--- config.mk ---
export PLATFORM = sky130hd
export DESIGN_NAME = tt_um_array_divider_hhrb98
export DESIGN_NICKNAME = d
export VERILOG_FILES = /design/src/rtl/tt_um_array_divider_hhrb98.sv
export SDC_FILE = /design/constraint.sdc
export NUM_CORES = 1
export LEC_CHECK = 0
export CAP_MARGIN = 10
export CORE_MARGIN = 2
export CORE_UTILIZATION = 25
export DETAILED_ROUTE_END_ITERATION = 10
export PLACE_DENSITY = 0.5
export SETUP_SLACK_MARGIN = 0.2
export SYNTH_ARGS = -nofsm -noshare
export SYNTH_HDL_FRONTEND = slang
export SYNTH_SLANG_ARGS = --single-unit
--- constraint.sdc ---
create_clock -name clk -period 2.3 [get_ports clk]
set_input_delay 0.69 -clock clk [delete_from_list [all_inputs] [get_ports clk]]
set_output_delay 0.69 -clock clk [all_outputs]
set_load 0.01 [all_outputs]
--- src/rtl/tt_um_array_divider_hhrb98.sv ---
// Sequential restoring divider: 8-bit dividend / 4-bit divisor, one quotient bit per enabled cycle.
// Optional macro DIV_REMAINDER_READ_EN adds a remainder register readable via uio_in[5].
module tt_um_array_divider_hhrb98 (
    input  logic       clk,
    input  logic       rst_n,
    input  logic       ena,
    input  logic [7:0] ui_in,
    input  logic [7:0] uio_in,
    output logic [7:0] uo_out,
    output logic [7:0] uio_out,
    output logic [7:0] uio_oe
);

    localparam logic [1:0] StIdle = 2'd0;
    localparam logic [1:0] StRun  = 2'd1;
    localparam logic [1:0] StDone = 2'd2;

    logic [1:0] state_q;
    logic [2:0] step_q;
    logic [7:0] work_q;     // dividend bits shift out the top, quotient bits shift in the bottom
    logic [3:0] divisor_q;
    logic [3:0] part_q;
    logic [7:0] quot_q;
    logic       dbz_q;

    logic       start;
    logic [3:0] divisor_in;
    assign start      = uio_in[4];
    assign divisor_in = uio_in[3:0];

    // One restoring step; partial remainder stays below the divisor, so 4 bits suffice after it.
    logic [4:0] trial;
    logic [4:0] diff;
    logic       fits;
    logic [3:0] part_nxt;
    logic [7:0] work_nxt;

    always_comb begin
        trial    = {part_q, work_q[7]};
        diff     = trial - {1'b0, divisor_q};
        fits     = trial >= {1'b0, divisor_q};
        part_nxt = fits ? diff[3:0] : trial[3:0];
        work_nxt = {work_q[6:0], fits};
    end

`ifdef DIV_REMAINDER_READ_EN
    logic [3:0] rem_q;

    always_ff @(posedge clk or negedge rst_n) begin
        if (!rst_n) begin
            rem_q <= 4'h0;
        end else if (ena) begin
            if (state_q == StIdle && start) begin
                if (divisor_in == 4'h0) rem_q <= 4'h0;
            end else if (state_q == StRun && step_q == 3'd7) begin
                rem_q <= part_nxt;
            end
        end
    end

    assign uo_out = uio_in[5] ? {4'b0000, rem_q} : quot_q;

    logic unused_in;
    assign unused_in = ^uio_in[7:6];
`else
    assign uo_out = quot_q;

    logic unused_in;
    assign unused_in = ^uio_in[7:5];
`endif

    always_ff @(posedge clk or negedge rst_n) begin
        if (!rst_n) begin
            state_q   <= StIdle;
            step_q    <= 3'd0;
            work_q    <= 8'h00;
            divisor_q <= 4'h0;
            part_q    <= 4'h0;
            quot_q    <= 8'h00;
            dbz_q     <= 1'b0;
        end else if (ena) begin
            case (state_q)
                StIdle: begin
                    if (start) begin
                        work_q    <= ui_in;
                        divisor_q <= divisor_in;
                        part_q    <= 4'h0;
                        step_q    <= 3'd0;
                        if (divisor_in == 4'h0) begin
                            state_q <= StDone;
                            quot_q  <= 8'hFF;
                            dbz_q   <= 1'b1;
                        end else begin
                            state_q <= StRun;
                        end
                    end
                end
                StRun: begin
                    work_q <= work_nxt;
                    part_q <= part_nxt;
                    step_q <= step_q + 3'd1;
                    if (step_q == 3'd7) begin
                        state_q <= StDone;
                        quot_q  <= work_nxt;
                        dbz_q   <= 1'b0;
                    end
                end
                StDone: begin
                    if (!start) state_q <= StIdle;
                end
                default: state_q <= StIdle;
            endcase
        end
    end

    assign uio_out = {dbz_q, state_q == StDone, state_q == StRun, 5'b00000};
    assign uio_oe  = 8'hE0;

endmodule

==> out/qor.yml <==
swShare: 0.3878
synth_area_leaders: "dfrtp_1 (46%), nor2_1 (6.6%), buf_4 (6.4%)"
power_per_cell_area_nw_per_um2: 1277
leakagePower_uw: 0.0009771
pre_cts_slack_ns: -0.2132
synth_ff_type: "dfrtp_1"
finalSetupTns_ns: 0
cts_hold_buf: 0
hold_viol: 0
postSynthCellCount: 172
synth-edff-count: 0
dr.pass1.iters: 4
multi_input_area_um2: 773.2
antenna_found_initial: 0
ir_drop_mv: 0.4265
io_buffers: 26
num_io_pins: 43
seqPwrFrac: 0.333
clk_pin_slew_ns: 0.06
netlist_area_um2: 1642
yosysMostFrequentCell: "dfrtp_1"
hpwl_mm: 2.575
die_h_um: 85.03
min_path_type: "reg2reg"
place.gp.congestion: 0.7963
synth-seq-cells: 30
grt_pass1_wl_mm: 6.044
dieArea_um2: 7230
critPathLaunchType: "flip-flop"
yosysWarnings: 0
drtAntennaViolNets: 0
grt_pass1_vias: 1251
ys_types: 33
worst_slack_ns: 0.2711
worstPathMaxFanout: 5
postSynthAreaPerCell_um2: 9.544
synth_top_area_frac: 0.4573
end_kind: "output pin"
finClkSkew_ns: 0.003271
period_minus_slack_ns: 2.029
synthTopCellsByCount: "dfrtp_1 (30), nor2_1 (29), nand2_1 (16), buf_4 (14), o21ai_0 (11)"
setup_viol: 0
max_cap_viol_count: 0
coreArea_um2: 6350
grtUsageTotal: 0.1063
synth_top_area_cell: "dfrtp_1"
n_antenna_cell: 0
p_int_uw: 1695
finalMaxSlewViolations: 0
power.switching_uw: 1073
routed-via-count: 1311
clk_latency_ns: 0.28
cts.sinks: 30
combinationalPowerShare: 0.509
ys_async_sr_fraction: 1.000
fmaxAchievable_mhz: 492.9
ctsHtreeMaxLevel: 2
start_util: 0.2585
fin_crit_sh: 0.8822
clockPowerShare: 0.158
grt_max_degree: 31
cts_root_buf: "clkbuf_8"
path_class: "reg2out"
outcome: "finished, final reports clean"
cts_tree: "built"
nets: 240
drc_errors: 0
clk_path_buf_depth: 2
numCtsBuffers: 5
crit_required_ns: 1.61
fill_cells: 666
rrSetupSlack_ns: 0.44
layout-drive-gt1-share: 0.1767
area_delta_synth_final_pct: 32.09
via_per_inst: 4.490
totalWireLength_mm: 3.635
initialDrtViolationCount: 42
dieWidth_um: 85.03
grt_overflow_total: 0
wl_per_cell_um: 12.45
rsz0062_at_grt: "yes"
rows: 29
ys_seq_area_frac: 0.4573
cp.arrival_ns: 1.34
seqCellArea_um2: 752.0
-- power groups by stage --
| stage | Combinational, µW | Clock, µW | Sequential [µW] |
|---|---|---|---|
| 6_report | 1410 | 437 | 922 |
| 5_1_grt | 1580 | 476 | 952 |
| 4_1_cts | 1400 | 450 | 928 |
| 3_5_place_dp | 1340 | 0 | 932 |
| 3_3_place_gp | 1340 | 0 | 930 |
| 2_1_floorplan | 880 | 0 | 915 |
-- area by class of cell --
cell class | count | area share
repair buffers | 45 | 0.1997
inverters | 6 | 0.01039
clock inverters | 1 | 0.002308
clock buffers | 7 | 0.03982
flip-flops and latches | 30 | 0.3468
well taps | 77 | 0.04443
multi-input cells | 126 | 0.3566
-- through the flow --
stage               cells    util  instance area (µm²)  hold WS [ns]  total power [µW]
global route          292  0.3415                 2168        0.5174              3008
detailed placement    279  0.3176                 2017        0.4729              2274
global placement      279  0.3176                 2017        0.4627              2266
finish                292  0.3415                 2168        0.4835              2768
floorplan             183       -                 1683        0.3944              1795
CTS                   290  0.3397                 2157        0.4884              2779
-- layout by cell type, fill, tap and decap left out, types with 2 or more instances in the layout --
master	netlist	final
nor2_1	29	29
dfrtp_1	30	29
clkdlybuf4s50_1	0	21
buf_4	14	17
nand2_1	16	16
conb_1	2	13
o21ai_0	11	10
a21oi_1	9	8
inv_1	6	6
mux2i_1	6	6
ha_1	6	6
clkbuf_8	0	6
mux2_2	4	4
nand2b_1	3	3
nor2b_1	3	3
nor3_1	3	3
a32o_1	3	3
a221o_1	3	3
a21oi_2	2	3
nand3_1	2	2
nor4_1	2	2
clkdlybuf4s15_1	0	2
dlygate4sd2_1	0	2
-- final timing paths --
| kind | start | end | cells past startpoint |
|---|---|---|---|
| worst max-delay path | state_q[1]$_DFFE_PN0P_ | uio_out[6] | 2 |
| worst min-delay path | part_q[3]$_DFFE_PN0P_ | part_q[3]$_DFFE_PN0P_ | 2 |
| worst max register to register | step_q[0]$_DFFE_PN0P_ | uo_out[0]$_DFFE_PN0P_ | 8 |
| worst min register to register | part_q[3]$_DFFE_PN0P_ | part_q[3]$_DFFE_PN0P_ | 2 |
| max in group asynchronous | rst_n | state_q[1]$_DFFE_PN0P_ | 2 |
| min in group asynchronous | rst_n | uo_out[2]$_DFFE_PN0P_ | 2 |
-- cell families (layout without fill, tap and decap cells) --
| family | count (synthesis) | after routing | share of synthesized area |
|---|---|---|---|
| buf+inv | 27 | 59 | 0.09908 |
| flops | 30 | 30 | 0.4573 |
| other cells | 2 | 13 | 0.004575 |
| mux | 10 | 10 | 0.06402 |
| compound gates | 33 | 33 | 0.1441 |
| fa+ha+maj | 7 | 7 | 0.05793 |
| xor+xnor | 1 | 1 | 0.005336 |
| simple gates | 62 | 62 | 0.1677 |
-- flip-flops by register name, summed over array words and instances (netlist names) --
signal,flops
state_q,2
step_q,3
part_q,4
divisor_q,4
work_q,8
dbz_q,1
uo_out,8
-- critical path: stages, from the launching register on --
cell and delay, ns:
dfrtp_2 0.40, nor2b_1 0.13, clkdlybuf4s50_1 0.53
-- repair_timing --
| item | CTS | global route |
|---|---|---|
| gates resized for setup | 9 | 2 |
| setup buffers | 2 | 2 |
| setup endpoints to repair | 10 | 9 |
| cloned | 1 | 0 |
| pin swaps | 2 | 2 |
-- layer usage --
metal	GRT usage	part of all wire	up-vias
li1	-	-	649
met3	0.02335	0.035	3
met2	0.1669	0.47	29
met5	0	0	-
met4	0.03896	0.0091	0
met1	0.1441	0.49	630
No activity file was read; power rests on OpenSTA's default activity.
